## config.mk

```make
export PLATFORM = sky130hd
export DESIGN_NAME = sos_sample_feeder_flat
export DESIGN_NICKNAME = d
export VERILOG_FILES = /design/src/rtl/sos_sample_feeder_pkg.sv /design/src/rtl/sos_sample_feeder_if.sv /design/src/rtl/sos_sample_feeder_sync_fifo.sv /design/src/rtl/sos_sample_feeder.sv /design/src/flat_wrapper.sv
export SDC_FILE = /design/constraint.sdc
export NUM_CORES = 1
export LEC_CHECK = 0
export ABC_AREA = 1
export CAP_MARGIN = 20
export CORE_MARGIN = 2
export CORE_UTILIZATION = 53
export CTS_CLUSTER_DIAMETER = 80
export CTS_CLUSTER_SIZE = 20
export DETAILED_ROUTE_END_ITERATION = 16
export PLACE_DENSITY_LB_ADDON = 0.12
export SYNTH_ARGS = -nofsm -noshare
export SYNTH_HDL_FRONTEND = slang
export SYNTH_HIERARCHICAL = 1
export SYNTH_SLANG_ARGS = --single-unit
```

## constraint.sdc

```tcl
create_clock -name clk -period 7 [get_ports clk]
set_input_delay 1.4 -clock clk [delete_from_list [all_inputs] [get_ports clk]]
set_output_delay 1.4 -clock clk [all_outputs]
set_load 0.05 [all_outputs]
```

## src/rtl/sos_sample_feeder_pkg.sv

```systemverilog
// Shared definitions for the SOS sample feeder and the biquad stage benches.
// Holds the feeder FSM encoding and the SOS stage handshake timing constants.
package sos_sample_feeder_pkg;

    // Feeder FSM encoding
    localparam logic [1:0] IDLE = 2'd0;
    localparam logic [1:0] TRIG = 2'd1;
    localparam logic [1:0] WAIT = 2'd2;

    typedef enum logic [1:0] {
        ST_IDLE = IDLE,
        ST_TRIG = TRIG,
        ST_WAIT = WAIT
    } feeder_state_t;

    // SOS stage handshake: filter_done is high for DONE_PULSES cycles and the
    // stage reads data_in for SOS_CYCLES cycles per sample.
    localparam int unsigned DONE_PULSES = 2;
    localparam int unsigned SOS_CYCLES  = 4;

    // Stall timer width; covers TIMEOUT up to 255
    localparam int unsigned TIMER_BITS = 8;

endpackage

```

## src/rtl/sos_sample_feeder_if.sv

```systemverilog
// Bus between the ADC/control side and the sample feeder, including the SOS
// stage handshake.
//   master : ADC + SOS stage + control (drives samples, filter_done, err_clr)
//   slave  : the feeder (drives filter_data, sample_trig, status)
interface sos_sample_feeder_if #(
    parameter int unsigned DATA_SIZE = 24,
    parameter int unsigned ADDR_BITS = 3
);
    logic [DATA_SIZE-1:0] adc_data;
    logic                 adc_valid;
    logic [DATA_SIZE-1:0] filter_data;
    logic                 sample_trig;
    logic                 filter_done;
    logic [ADDR_BITS:0]   fill_level;
    logic                 overflow;
    logic                 stall_err;
    logic                 err_clr;

    modport master (
        output adc_data, adc_valid, filter_done, err_clr,
        input  filter_data, sample_trig, fill_level, overflow, stall_err
    );

    modport slave (
        input  adc_data, adc_valid, filter_done, err_clr,
        output filter_data, sample_trig, fill_level, overflow, stall_err
    );
endinterface

```

## src/rtl/sos_sample_feeder_sync_fifo.sv

```systemverilog
// Single-clock FIFO with combinational head read and registered occupancy.
// Ports: clk, reset (sync, active-high), wr_en/wr_data, rd_en,
//        rd_data_c (head), count, full_c, empty_c.
// Writes when full and reads when empty are ignored; the caller owns any
// overflow policy.
module sync_fifo #(
    parameter int unsigned DATA_SIZE = 24,
    parameter int unsigned ADDR_BITS = 3,
    parameter int unsigned DEPTH     = 1 << ADDR_BITS
) (
    input  logic                 clk,
    input  logic                 reset,
    input  logic                 wr_en,
    input  logic [DATA_SIZE-1:0] wr_data,
    input  logic                 rd_en,
    output logic [DATA_SIZE-1:0] rd_data_c,
    output logic [ADDR_BITS:0]   count,
    output logic                 full_c,
    output logic                 empty_c
);
    localparam int unsigned CNT_BITS = ADDR_BITS + 1;

    logic [DATA_SIZE-1:0] mem [DEPTH];
    logic [ADDR_BITS-1:0] wr_ptr;
    logic [ADDR_BITS-1:0] rd_ptr;
    logic                 do_wr_c;
    logic                 do_rd_c;

    assign full_c    = (count == CNT_BITS'(DEPTH));
    assign empty_c   = (count == '0);
    assign do_wr_c   = wr_en && !full_c;
    assign do_rd_c   = rd_en && !empty_c;
    assign rd_data_c = mem[rd_ptr];

    // Storage needs no reset; only occupied entries are ever read
    always_ff @(posedge clk) begin
        if (do_wr_c) begin
            mem[wr_ptr] <= wr_data;
        end
    end

    // Pointers wrap naturally at 2**ADDR_BITS
    always_ff @(posedge clk) begin
        if (reset) begin
            wr_ptr <= '0;
            rd_ptr <= '0;
            count  <= '0;
        end else begin
            if (do_wr_c) begin
                wr_ptr <= wr_ptr + 1'b1;
            end
            if (do_rd_c) begin
                rd_ptr <= rd_ptr + 1'b1;
            end
            if (do_wr_c && !do_rd_c) begin
                count <= count + 1'b1;
            end else if (do_rd_c && !do_wr_c) begin
                count <= count - 1'b1;
            end
        end
    end
endmodule

```

## src/rtl/sos_sample_feeder.sv

```systemverilog
// Upstream stage of the biquad (SOS) filter. Queues ADC samples, starts the
// SOS stage with a one-cycle sample_trig per sample and holds filter_data
// stable until the stage reports completion (two filter_done cycles).
// Ports: clk, reset (sync, active-high), bus (slave side):
//   adc_data/adc_valid in, filter_data/sample_trig out, filter_done in,
//   fill_level out, overflow/stall_err sticky out, err_clr in.
module sos_sample_feeder
    import sos_sample_feeder_pkg::*;
#(
    parameter int unsigned DATA_SIZE  = 24,
    parameter int unsigned FIFO_DEPTH = 8,
    parameter int unsigned ADDR_BITS  = 3,
    parameter int unsigned TIMEOUT    = 15
) (
    input  logic               clk,
    input  logic               reset,
    sos_sample_feeder_if.slave bus
);
    localparam int unsigned DONE_BITS = 2;

    feeder_state_t         state;
    logic [DATA_SIZE-1:0]  head_c;
    logic [DATA_SIZE-1:0]  filter_data_q;
    logic [ADDR_BITS:0]    count;
    logic                  full_c;
    logic                  empty_c;
    logic                  push_c;
    logic                  pop_c;
    logic                  last_done_c;
    logic                  timeout_c;
    logic [DONE_BITS-1:0]  done_cnt;
    logic [TIMER_BITS-1:0] timer;
    logic                  sample_trig_q;
    logic                  overflow_q;
    logic                  stall_err_q;

    // Full is judged on the pre-cycle count, so a same-cycle pop never frees
    // a slot for the incoming sample.
    assign push_c      = bus.adc_valid && !full_c;
    assign pop_c       = (state == ST_IDLE) && !empty_c;
    assign last_done_c = bus.filter_done && (done_cnt == DONE_BITS'(DONE_PULSES - 1));
    assign timeout_c   = (state == ST_WAIT) && !last_done_c
                         && (timer >= TIMER_BITS'(TIMEOUT - 1));

    sync_fifo #(
        .DATA_SIZE (DATA_SIZE),
        .ADDR_BITS (ADDR_BITS),
        .DEPTH     (FIFO_DEPTH)
    ) u_fifo (
        .clk       (clk),
        .reset     (reset),
        .wr_en     (push_c),
        .wr_data   (bus.adc_data),
        .rd_en     (pop_c),
        .rd_data_c (head_c),
        .count     (count),
        .full_c    (full_c),
        .empty_c   (empty_c)
    );

    // Sequencer: pop -> trigger -> wait for the done pair or time out
    always_ff @(posedge clk) begin
        if (reset) begin
            state         <= ST_IDLE;
            filter_data_q <= '0;
            sample_trig_q <= 1'b0;
            done_cnt      <= '0;
            timer         <= '0;
        end else begin
            sample_trig_q <= 1'b0;
            case (state)
                ST_IDLE: begin
                    if (pop_c) begin
                        filter_data_q <= head_c;
                        sample_trig_q <= 1'b1;
                        state         <= ST_TRIG;
                    end
                end
                ST_TRIG: begin
                    done_cnt <= '0;
                    timer    <= '0;
                    state    <= ST_WAIT;
                end
                ST_WAIT: begin
                    timer <= timer + 1'b1;
                    if (last_done_c || timeout_c) begin
                        state <= ST_IDLE;
                    end else if (bus.filter_done) begin
                        done_cnt <= done_cnt + 1'b1;
                    end
                end
                default: state <= ST_IDLE;
            endcase
        end
    end

    // Sticky error flags; a same-cycle clear wins over a new event
    always_ff @(posedge clk) begin
        if (reset) begin
            overflow_q  <= 1'b0;
            stall_err_q <= 1'b0;
        end else if (bus.err_clr) begin
            overflow_q  <= 1'b0;
            stall_err_q <= 1'b0;
        end else begin
            if (bus.adc_valid && full_c) begin
                overflow_q <= 1'b1;
            end
            if (timeout_c) begin
                stall_err_q <= 1'b1;
            end
        end
    end

    assign bus.filter_data = filter_data_q;
    assign bus.sample_trig = sample_trig_q;
    assign bus.fill_level  = count;
    assign bus.overflow    = overflow_q;
    assign bus.stall_err   = stall_err_q;
endmodule
```

## src/flat_wrapper.sv

```systemverilog
// flat-port wrapper written by rule: the top's interface ports become plain ports
module sos_sample_feeder_flat import sos_sample_feeder_pkg::*;
#(
    parameter int unsigned DATA_SIZE  = 24,
    parameter int unsigned FIFO_DEPTH = 8,
    parameter int unsigned ADDR_BITS  = 3,
    parameter int unsigned TIMEOUT    = 15
)
  (clk, reset, bus_adc_data, bus_adc_valid, bus_filter_done, bus_err_clr, bus_filter_data, bus_sample_trig, bus_fill_level, bus_overflow, bus_stall_err);
  sos_sample_feeder_if #(.DATA_SIZE(DATA_SIZE), .ADDR_BITS(ADDR_BITS)) bus_i ();
  input  logic clk;
  input  logic reset;
  input wire logic [$bits(bus_i.adc_data)-1:0] bus_adc_data;
  input wire logic [$bits(bus_i.adc_valid)-1:0] bus_adc_valid;
  input wire logic [$bits(bus_i.filter_done)-1:0] bus_filter_done;
  input wire logic [$bits(bus_i.err_clr)-1:0] bus_err_clr;
  output wire logic [$bits(bus_i.filter_data)-1:0] bus_filter_data;
  output wire logic [$bits(bus_i.sample_trig)-1:0] bus_sample_trig;
  output wire logic [$bits(bus_i.fill_level)-1:0] bus_fill_level;
  output wire logic [$bits(bus_i.overflow)-1:0] bus_overflow;
  output wire logic [$bits(bus_i.stall_err)-1:0] bus_stall_err;
  assign bus_i.adc_data = bus_adc_data;
  assign bus_i.adc_valid = bus_adc_valid;
  assign bus_i.filter_done = bus_filter_done;
  assign bus_i.err_clr = bus_err_clr;
  assign bus_filter_data = bus_i.filter_data;
  assign bus_sample_trig = bus_i.sample_trig;
  assign bus_fill_level = bus_i.fill_level;
  assign bus_overflow = bus_i.overflow;
  assign bus_stall_err = bus_i.stall_err;
  sos_sample_feeder #(.DATA_SIZE(DATA_SIZE), .FIFO_DEPTH(FIFO_DEPTH), .ADDR_BITS(ADDR_BITS), .TIMEOUT(TIMEOUT)) u_core (.clk(clk), .reset(reset), .bus(bus_i));
endmodule
```

Word level (Yosys, flattened, before mapping). Memory sizes are Yosys's and may differ from the RTL's. A register that Yosys moved wholly into a read port is not among the register bits. Index checks and enable logic that the tools add are counted.

Register bits: 25. Logic and storage cells: 63. Memories: 1. Bits in writable memories: 192. Output and inout port bits: 31. Input bits: 29.

Multiplexer cells: 12. Add/sub/neg operators: 6. Reduce and logical (&&, ||, !) cells: 25. Magnitude comparators: 1. Equality and inequality tests: 8. Bitwise logic cells: 1.

Memory list: u_core.u_fifo.mem (words 8, bits a word 24, read ports 1, clocked after Yosys merged registers in 1, write ports 1, line sos_sample_feeder_sync_fifo.sv:23) `logic [DATA_SIZE-1:0] mem [DEPTH];`.

Operators with widths (number): $pmux W8 S2 (1); $logic_and A1 B1 Y1 (10); $add A8 B1 Y8 const B (1); $ge A8 B4 Y1 const B (1); $mux W2 (4); $mux W4 (2); $ne A2 B2 Y1 const B (4); $add A3 B1 Y3 const B (2); $pmux W2 S3 (1); $logic_not A1 Y1 (5); $add A4 B1 Y4 const B (1); $eq A2 B1 Y1 const B (2); $eq A4 B4 Y1 const B (1); $logic_not A4 Y1 (1); $pmux W2 S2 (1); $reduce_and A2 Y1 (2); $reduce_bool A2 Y1 (2); $reduce_or A2 Y1 (2); $sub A4 B1 Y4 const B (1); $mux W1 (3); $reduce_and A3 Y1 (1); $add A2 B1 Y2 const B (1); $eq A2 B2 Y1 const B (1); $logic_not A2 Y1 (1); 2 further kinds (2).

Depth between registers and ports, before layout. Gate-level depths: netlist of run 1.

Depth in word-level cells: 8. Depth in mapped cells: 16. Gate-level depth less buffers: 16.

Modules after synthesis. The synthesis of run 1 kept the hierarchy.

By module, submodules not included: sync_fifo (times used 1, cells each 737, area an instance 8319.2 sq um, seq. area each 6025.8 sq um); sos_sample_feeder (times used 1, cells each 209, area an instance 1620.3 sq um, seq. area each 780.7 sq um).

Worst setup path after synthesis of run 1. OpenSTA, ideal clock, no wires.

Kind: input port to flip-flop. Start point: in bus_adc_valid. End point: mem u_core.u_fifo.mem[0][0] (enable). Data required time: 6.595 ns. Library setup time: 0.405 ns. Stages on the path: 6. Arrival: 2.886 ns. Path slack: 3.710 ns. Buffers on the path: 0. Path through: inv_1 -> nor2_1 -> nand2_1 -> inv_1 -> nand2_1 -> nor2_1.

Word-level cells in the longest chain between the ends: 4.

Ends and longest elaborated chain: from (decl) (line flat_wrapper.sv:14) `input wire logic [$bits(bus_i.adc_valid)-1:0] bus_adc_valid;`; $logic_and A1 B1 Y1 (line sos_sample_feeder.sv:39) `assign push_c = bus.adc_valid && !full_c;`; net u_core.push_c (line sos_sample_feeder.sv:27) `logic push_c;`; $logic_and A1 B1 Y1 (line sos_sample_feeder_sync_fifo.sv:31) `assign do_wr_c = wr_en && !full_c;`; net u_core.u_fifo.do_wr_c (line sos_sample_feeder_sync_fifo.sv:26) `logic do_wr_c;`; $mux W1 (line sos_sample_feeder_sync_fifo.sv:37) `if (do_wr_c) begin`; $mux W1 (not written as such) (line sos_sample_feeder_sync_fifo.sv:38) `mem[wr_ptr] <= wr_data;`; to (decl) (line sos_sample_feeder_sync_fifo.sv:23).

The timed path passes the listed nets, and every way through them passes these cells.

Worst setup path after layout of run 1.
Start point: in bus_adc_valid. End point: mem u_core.u_fifo.mem[6][16] (enable).

Same word-level chain as after synthesis.

==> summary.txt, run 1 <==
Run status
  • Status: completed

Critical path
  • Startpoint types: input port
  • Setup CP Type: input port to register
  • Endpoint class of the critical path: register
  • Top fanout value on the critical path: 13
  • Required time of the critical path: 7170 ps
  • CP arrival: 3550 ps

Detailed routing
  • Drt pass-1 iters: 5
  • Drt total wl: 20.6 mm
  • WL per Instance: 16.6 um
  • Post-DRT Antenna Nets: 0
  • Via count: 6,512
  • DRT iter0 DRCs: 541
  • DRC: 0
  • DR vias/cell: 5.26

Die
  • Chip height: 141 um
  • Core Region: 18,600 um^2
  • Die X: 141 um
  • Die area: 19,900 um^2
  • Starting density of the core: 0.535
  • # rows: 50
  • IO Pins: 60

Global routing
  • Grt total ovfl: 0
  • Initial antenna violation count: 0
  • First-pass GRT wire length: 33.3 mm
  • Total GRT Usage: 0.213
  • Vias in the first global route: 6,164
  • Largest net degree at the start of global routing: 98

Power and ir drop
  • Clock share of power: 0.220
  • Switching Fraction: 0.369
  • Worst VDD drop: 0.000203 V
  • Cell leakage power: 4.18 nW
  • Pwr dens: 372 nW/um^2
  • Register share of total power: 0.431
  • Comb pwr share: 0.349
  • Cell Int Power: 2.63 mW
  • Psw: 1.54 mW

STA
  • Slew Limit Fails: 0
  • Hold Violations, Final: 0
  • Final setup TNS: 0 ps
  • Setup repair after global routing missed its margin: false
  • Peak Freq: 296 MHz
  • Slew @ Worst Pin: 1080 ps
  • Clk_skew: 16.1 ps
  • Final Critical Period: 3380 ps
  • Setup WS post-layout: 3620 ps
  • Ratio of final minimum period to clock period: 0.482
  • Slew margin rel.: 0.278
  • Endpoints failing setup: 0

Synth
  • Cells after Synth: 946
  • Register area share after synthesis: 0.685
  • Net Count, Synth: 988
  • Yosys cell types: 30
  • Post-synthesis sequential element count: 244
  • Synth warnings: 6
  • Netlist Area Pre-Place: 9940 um^2
  • Avg Inst Size Synth: 10.5 um^2

Layout
  • Antenna cells: 0
  • Nets: 1,036
  • Non-Filler Instances: 1,238
  • Area growth syn-to-layout: 12.7%
  • Fillers: 1,590
  • Layout cells sized above 1: 0.0598

Placed design
  • Pre-CTS setup slack: 3120 ps
  • Dpl cells: 1,209
  • Placer Congestion: 0.777
  • Post-DP HPWL: 11.3 mm
  • Input/output buffers: 59

Clock tree
  • H-tree Lvls: 1
  • Hold Buf Count CTS: 0
  • Num Clock Sinks: 244
  • TritonCTS Buffers: 16
  • Post-cts sizing count: 0
  • Clock buffer depth: 3
  • Clock latency on the worst-skew pair: 480 ps
  • CTS tree: yes
  • Root buffer cell: clkbuf_16
  • Post-CTS Setup Bufs: 0
  • Clk slew on worst S/H paths: 80 ps

Job
  • Max Cap Violations: 0

Worst hold path
  • Hold Path Class: register to register
-- registers in the layout, indices dropped and copies added, names as in the netlist, named ones only --
signal,count
u_core/u_fifo/mem,192
u_core/u_fifo/rd_ptr,3
u_core/timer,8
u_core/bus.stall_err,1
u_core/bus.filter_data,24
u_core/u_fifo/count,4
u_core/state,2
u_core/bus.overflow,1
u_core/u_fifo/wr_ptr,3
u_core/done_cnt,2
u_core/bus.sample_trig,1
-- cells in the final DEF (no fill, tap or decap), types with 3 or more instances in the layout --
cell,count
inv_1,35
nand2_2,3
clkdlybuf4s50_1,59
xor2_1,3
o21ai_0,60
dfxtp_1,50
inv_2,4
o21ai_1,69
nand2_1,156
nor2_1,265
nand3_1,12
nor2_2,10
ha_1,12
a21oi_2,3
buf_4,13
a21oi_1,14
clkbuf_1,9
clkbuf_16,17
edfxtp_1,192
-- routing by layer --
metal	routed length, um	GRT usage	up-vias
met5	0	0	-
met1	9310	0.295	3114
li1	-	-	3251
met3	942	0.0262	21
met4	265	0.0389	0
met2	10100	0.369	126
-- path summary, 6_finish.rpt --
kind | startpoint | endpoint | slack [ps] | cells past startpoint
worst min register to register | u_core/bus.stall_err | u_core/bus.stall_err | 480 | 1
worst min-delay path | u_core/bus.stall_err | u_core/bus.stall_err | 480 | 1
worst max-delay path | bus_adc_valid | u_core/u_fifo/mem[6][16] | 3620 | 8
worst max register to register | register | u_core/bus.filter_data[3] | 4190 | 9
-- worst max-delay path, cell delays in order --
cell	delay [ps]
clkdlybuf4s50_1	480
inv_1	40
nor2_1	170
nand2_1	130
inv_1	110
nand2_1	170
nor2_2	670
buf_4	360
-- synth_stat cells --
| library cell | number | area [um^2] |
|---|---|---|
| inv_2 | 4 | 15.0 |
| ha_1 | 12 | 150 |
| a21oi_2 | 3 | 26.3 |
| xor2_1 | 3 | 26.3 |
| buf_1 | 3 | 11.3 |
| a211oi_1 | 1 | 7.51 |
| a21oi_1 | 14 | 70.1 |
| nor3_2 | 1 | 10.0 |
| o21a_1 | 2 | 15.0 |
| nor2_2 | 2 | 12.5 |
| nor2_1 | 273 | 1020 |
| nor2_4 | 1 | 11.3 |
| nand2_2 | 3 | 18.8 |
| buf_6 | 7 | 78.8 |
| or2_2 | 1 | 6.26 |
| edfxtp_1 | 192 | 5770 |
| nor3b_2 | 1 | 12.5 |
| o21ai_1 | 69 | 345 |
| inv_1 | 35 | 131 |
| buf_2 | 18 | 90.1 |
| nand2_1 | 156 | 586 |
| o21ai_0 | 60 | 300 |
| dfxtp_1 | 52 | 1040 |
| clkbuf_1 | 11 | 41.3 |
| nand3_1 | 12 | 60.1 |
| fa_1 | 1 | 20.0 |
| nand3_2 | 1 | 10.0 |
| nand4_1 | 2 | 12.5 |
| buf_4 | 4 | 30.0 |
| nor3_1 | 2 | 10.0 |
-- cell families (layout without fill, tap and decap cells) --
kind of cell,count (synthesis),after routing,share of synthesized area
XOR/XNOR,3,3,0.00264
buffers and inverters,82,140,0.0400
adder cells (fa/ha/maj),13,13,0.0171
AO/OA/AOI/OAI,149,149,0.0769
AND/OR/NAND/NOR,455,455,0.178
flip-flops,244,244,0.685
-- stage by stage --
| stage | hold slack (ps) | total power [mW] | area (um^2) | util |
|---|---|---|---|---|
| 2_1_floorplan | 455 | 2.90 | 9940 | - |
| 3_3_place_gp | 450 | 3.27 | 10700 | 0.575 |
| 3_5_place_dp | 462 | 3.29 | 10700 | 0.575 |
| 4_1_cts | 483 | 4.21 | 11200 | 0.601 |
| 5_1_grt | 521 | 4.46 | 11200 | 0.603 |
| 6_report | 478 | 4.17 | 11200 | 0.603 |
-- power groups by stage --
| stage | Sequential [mW] | Clock, mW | Combinational [mW] |
|---|---|---|---|
| after floorplan | 2.04 | 0 | 0.857 |
| after global placement | 1.83 | 0 | 1.44 |
| after detailed placement | 1.83 | 0 | 1.46 |
| after CTS | 1.80 | 0.946 | 1.47 |
| after global routing | 1.82 | 0.998 | 1.64 |
| final | 1.80 | 0.919 | 1.45 |
-- layout make-up --
cell class	instances	area, um^2	share of cell area
clock inverters	2	21.3	0.00190
clock buffers	26	459	0.0410
multi-input cells	620	2760	0.246
flip-flops and latches	244	6810	0.608
inverters	39	146	0.0131
well taps	234	293	0.0261
repair buffers	73	716	0.0639
(Power assumes the default switching activity.)
==> run 2, diff against run 1 <==
clock period = 3.2 ns   (was 7 ns; I/O delays follow)
==> run 2 against run 1 <==
Largest power group unchanged. Cell area grew 0.44%. Total power grew 120%. Routed wire length grew 4.9%. Sequential share of layout area shrank 0.26 points. Highest routed layer unchanged.
==> summary.txt, run 2 (synthesized netlist as in run 1, its figures left out) <==
Run status
  • Status: completed

Critical path
  • Top cell family by delay on the critical path: buffers and inverters
  • Critical path's largest stage delay: 850 ps (+180 ps)
  • Critical path's slowest cell: clkdlybuf4s50_1
  • Setup CP Type: register to output pin
  • Required time of the critical path: 2560 ps (-4610 ps)
  • CP cell instances: clkdlybuf4s50_1
  • Endpoint class of the critical path: output pin
  • Startpoint types: register
  • Top fanout value on the critical path: 5 (-8)
  • CP arrival: 1790 ps (-1760 ps)
  • Buffer and inverter count on the worst path: 1 (-3)

Die
  • Chip height: 141 um (unchanged)
  • Die X: 141 um (unchanged)
  • Starting density of the core: 0.535 (unchanged)
  • IO Pins: 60 (unchanged)
  • Core Region: 18,600 um^2 (unchanged)
  • Die area: 19,900 um^2 (unchanged)
  • # rows: 50 (unchanged)

Global routing
  • Largest net degree at the start of global routing: 97 (-1.0%)
  • Initial antenna violation count: 0 (unchanged)
  • Vias in the first global route: 6,473 (+5.0%)
  • First-pass GRT wire length: 34.8 mm (+4.5%)
  • Total GRT Usage: 0.224 (+0.0112)
  • Grt total ovfl: 0 (unchanged)

Layout
  • Max reg flops: 192 (unchanged)
  • Largest Register: u_core/u_fifo/mem
  • Most frequent cells in the layout: nor2_1 (265), edfxtp_1 (192), nand2_1 (156)
  • Antenna cells: 0 (unchanged)
  • Commonest non-fill, non-tap cell in the layout: nor2_1
  • Area growth syn-to-layout: 13.2%
  • Nets: 1,042 (+0.58%)
  • Layout cells sized above 1: 0.0644 (+0.00466)

Power and ir drop
  • Cell leakage power: 4.21 nW (+0.61%)
  • Worst VDD drop: 0.000394 V (+94%)
  • Pwr dens: 813 nW/um^2 (+120%)

Placed design
  • Post-DP HPWL: 13.0 mm (+15%)
  • Pre-CTS setup slack: 428 ps (-2690 ps)
  • Placer Congestion: 0.742 (-4.5%)
  • Input/output buffers: 59 (unchanged)

Clock tree
  • Clock latency on the worst-skew pair: 500 ps (+20 ps)
  • Post-CTS Setup Bufs: 0 (unchanged)
  • Post-cts sizing count: 0 (unchanged)
  • Clock buffer depth: 3 (unchanged)
  • Hold Buf Count CTS: 0 (unchanged)
  • Num Clock Sinks: 244 (unchanged)
  • TritonCTS Buffers: 16 (unchanged)
  • Clk slew on worst S/H paths: 80 ps (about the same)
  • Root buffer cell: clkbuf_16
  • CTS tree: yes
  • H-tree Lvls: 1 (unchanged)

STA
  • Final Critical Period: 2430 ps
  • Slew @ Worst Pin: 1100 ps (+21.0 ps)
  • Hold Violations, Final: 0 (unchanged)
  • Peak Freq: 412 MHz
  • Clk_skew: 24.2 ps (+8.06 ps)
  • Slew margin rel.: 0.263 (-0.0148)
  • Setup WS post-layout: 774 ps (-2850 ps)
  • Ratio of final minimum period to clock period: 0.758
  • Final setup TNS: 0 ps (unchanged)
  • Setup repair after global routing missed its margin: false
  • Endpoints failing setup: 0 (unchanged)
  • Slew Limit Fails: 0 (unchanged)

Detailed routing
  • Post-DRT Antenna Nets: 0 (unchanged)
  • Drt pass-1 iters: 5 (unchanged)
  • Via count: 6,637 (+1.9%)
  • DRC: 0 (unchanged)
  • DR vias/cell: 5.34 (+1.5%)
  • Drt total wl: 21.6 mm (+4.9%)
  • DRT iter0 DRCs: 567 (+4.8%)
  • WL per Instance: 17.4 um (+4.5%)

Worst hold path
  • Hold Path Class: register to register

Job
  • Max Cap Violations: 0 (unchanged)
run 2: cell types whose count changed in the layout (fill, tap and decap cells not counted):
cell       previous run  this run
clkbuf_1              9         8
clkbuf_16            17        16
buf_4                13        17
clkinv_1              0         1
clkinv_8              1         2
clkinv_2              1         0
buf_12                0         3
buf_16                1         0
run 2: power breakdown:
group | internal [mW] | leakage, nW | switching, mW
logic | 0.985 | 1.82 | 2.24
registers | 3.79 | 2.17 | 0.146
clock network | 0.954 | 0.222 | 1.03
run 2: final timing paths:
kind                           from                     end  slack (ps)  cells past startpoint
max          u_core/u_fifo/count[0]       bus_fill_level[0]         770                      1
min            u_core/bus.stall_err    u_core/bus.stall_err         470                      1
max reg2reg  u_core/u_fifo/count[0]  u_core/u_fifo/count[3]         810                     14
min reg2reg    u_core/bus.stall_err    u_core/bus.stall_err         470                      1
run 2: layout make-up:
cell class	instances	area [um^2]
clock buffers	24	430
clock inverters	3	36.3
fillers	1557	7330
inverters	39	146
multi-input cells	620	2760
flip-flops and latches	244	6810
well taps	234	293
repair buffers	79	778
run 2: routing by layer:
metal	track usage	up-vias	routed length [um]
li1	-	3256	-
met1	0.308	3220	9660
met2	0.393	139	10800
met3	0.0262	22	879
met4	0.0379	0	257
met5	0	-	0
run 2: per-stage QoR:
stage	cells	cell area, um^2	hold WS (ps)	util	power [mW]
after global placement	1216	10800	450	0.580	7.22
after detailed placement	1216	10800	455	0.580	7.25
after CTS	1243	11200	475	0.605	9.22
final	1243	11200	470	0.605	9.15
after floorplan	946	9940	455	-	6.34
after global routing	1243	11200	485	0.605	9.72
==> run 3, diff against run 2 <==
clock period = 2.15 ns   (was 3.2 ns; I/O delays follow)
==> run 3 against run 2 <==
Global-route usage is 0.89 points lower. Core utilization is 1.5 points higher. Critical path type unchanged. Critical path depth stayed put. Routed wire length is 3.2% lower. Total power is 52% higher. First-iteration DRC count is 16% lower. Final cell count is 0.97% higher. Die area stayed put. Combinational power is 58% higher. Clock skew is 2.6 ps lower.
==> summary.txt, run 3 (synthesized netlist as in run 1, its figures left out) <==
Critical path
  • Critical path's slowest cell: clkdlybuf4s50_1
  • Buffer and inverter count on the worst path: 1 (unchanged)
  • Top cell family by delay on the critical path: buffers and inverters
  • Internal reg-to-reg setup slack: 130 ps (-680 ps)
  • Endpoint class of the critical path: output pin
  • Required time of the critical path: 1720 ps (-840 ps)
  • CP arrival: 1670 ps (-120 ps)
  • Top fanout value on the critical path: 5 (unchanged)
  • Setup CP Type: register to output pin
  • CP cell instances: clkdlybuf4s50_1
  • Critical path's largest stage delay: 800 ps (-50 ps)
  • Startpoint types: register

Die
  • Die X: 141 um (unchanged)
  • IO Pins: 60 (unchanged)
  • Chip height: 141 um (unchanged)
  • Die area: 19,900 um^2 (unchanged)
  • Core Region: 18,600 um^2 (unchanged)
  • # rows: 50 (unchanged)
  • Starting density of the core: 0.535 (unchanged)

Detailed routing
  • Drt pass-1 iters: 4 (-1)
  • DRC: 0 (unchanged)
  • Post-DRT Antenna Nets: 0 (unchanged)
  • DR vias/cell: 5.29 (-0.97%)
  • Drt total wl: 20.9 mm (-3.2%)
  • DRT iter0 DRCs: 474 (-16%)
  • WL per Instance: 16.7 um (-4.1%)
  • Via count: 6,636 (-0.015%)

Clock tree
  • Num Clock Sinks: 244 (unchanged)
  • H-tree Lvls: 1 (unchanged)
  • Hold Buf Count CTS: 0 (unchanged)
  • TritonCTS Buffers: 16 (unchanged)
  • Clock buffer depth: 3 (unchanged)
  • CTS tree: yes
  • Clock latency on the worst-skew pair: 500 ps (about the same)
  • Clk slew on worst S/H paths: 80 ps (about the same)
  • Root buffer cell: clkbuf_16

Layout
  • Non-Filler Instances: 1,255 (+0.97%)
  • Area growth syn-to-layout: 15.9%
  • Finished Cell Area: 11,500 um^2 (+2.5%)
  • Commonest non-fill, non-tap cell in the layout: nor2_1
  • Final Util: 0.620 (+0.0149)
  • Fillers: 1,504 (-3.4%)
  • Nets: 1,053 (+1.1%)
  • Max reg flops: 192 (unchanged)
  • Largest Register: u_core/u_fifo/mem
  • Antenna cells: 0 (unchanged)
  • Most frequent cells in the layout: nor2_1 (263), edfxtp_1 (192), nand2_1 (155)
  • Layout cells sized above 1: 0.0950 (+0.0306)

Power and ir drop
  • Pwr dens: 1210 nW/um^2 (+49%)
  • Final Power: 13.9 mW (+52%)
  • Worst VDD drop: 0.000822 V (+110%)
  • Cell leakage power: 4.31 nW (+2.4%)

Global routing
  • First-pass GRT wire length: 33.5 mm (-3.8%)
  • Largest net degree at the start of global routing: 97 (unchanged)
  • Routing usage on met1: 0.299 (-0.00974)
  • Grt total ovfl: 0 (unchanged)
  • Grt met2 use: 0.358 (-0.0354)
  • Total GRT Usage: 0.215 (-0.00894)
  • GRT busiest layer: met2
  • Vias in the first global route: 6,327 (-2.3%)
  • Initial antenna violation count: 0 (unchanged)
  • Met3 Resource Use GR: 0.0316 (+0.00543)

STA
  • Slew margin rel.: 0.653 (+0.389)
  • Hold Violations, Final: 0 (unchanged)
  • Endpoints failing setup: 0 (unchanged)
  • Ratio of final minimum period to clock period: 0.977
  • Slew Limit Fails: 0 (unchanged)
  • Final Critical Period: 2100 ps
  • Clk_skew: 21.6 ps (-2.58 ps)
  • Slew @ Worst Pin: 521 ps (-583 ps)
  • Hold slack: 476 ps (+6.13 ps)
  • Peak Freq: 476 MHz

Run status
  • Status: completed

Placed design
  • Dpl cells: 1,225 (+0.74%)
  • Placer Congestion: 0.819 (+10%)
  • Post-DP HPWL: 12.5 mm (-3.7%)
  • Area post-placement: 11,000 um^2 (+2.0%)
  • Input/output buffers: 59 (unchanged)

Worst hold path
  • Hold Path Class: register to register

Job
  • Max Cap Violations: 0 (unchanged)
## run 3: changes by cell type in the layout (fill, tap and decap cells not counted), sizes merged
| cell | change |
|---|---|
| clkinv | -1 |
| clkinvlp | +1 |
| clkdlybuf4s50 | -1 |
| buf | +11 |
| inv | +1 |
| dlymetal6s2s | +1 |
## run 3: area by class of cell
cell class                 instances  area [um^2]  share of cell area
clock inverter                     4         37.5             0.00326
tap                              234          293              0.0254
clock buffer                      24          430              0.0373
inverter                          39          146              0.0127
multi-input combinational        620         2810               0.244
sequential                       244         6830               0.592
timing repair buffer              90          983              0.0853
## run 3: power by group
group / total [mW] / switching, mW / internal [mW]
clock network: 2.93 / 1.51 / 1.42
logic: 5.11 / 3.42 / 1.69
registers: 5.89 / 0.230 / 5.66
## run 3: final timing paths
| path | cells after the start | endpoint | from |
|---|---|---|---|
| max | 1 | bus_fill_level[0] | u_core/u_fifo/count[0] |
| min | 1 | u_core/bus.stall_err | u_core/bus.stall_err |
| min reg2reg | 1 | u_core/bus.stall_err | u_core/bus.stall_err |
| max reg2reg | 13 | u_core/u_fifo/count[3] | u_core/u_fifo/count[0] |
## run 3: per-stage QoR
stage / TNS [ps] / setup WS, ps
after global placement: -2380 / -247
after floorplan: -2270 / -16.7
after global routing: -0.764 / -0.764
after detailed placement: -5070 / -269
after CTS: 0 / 4.91
final: 0 / 49.6
## run 3: what timing repair did
item,CTS,global route
gates resized for setup,0,9
setup endpoints to repair,0,4
buffers inserted,0,1
## run 3: per-layer routing
metal,share of wire,up-vias
li1,-,3280
met1,0.46,3194
met2,0.48,136
met3,0.045,26
met4,0.018,0
met5,0,-
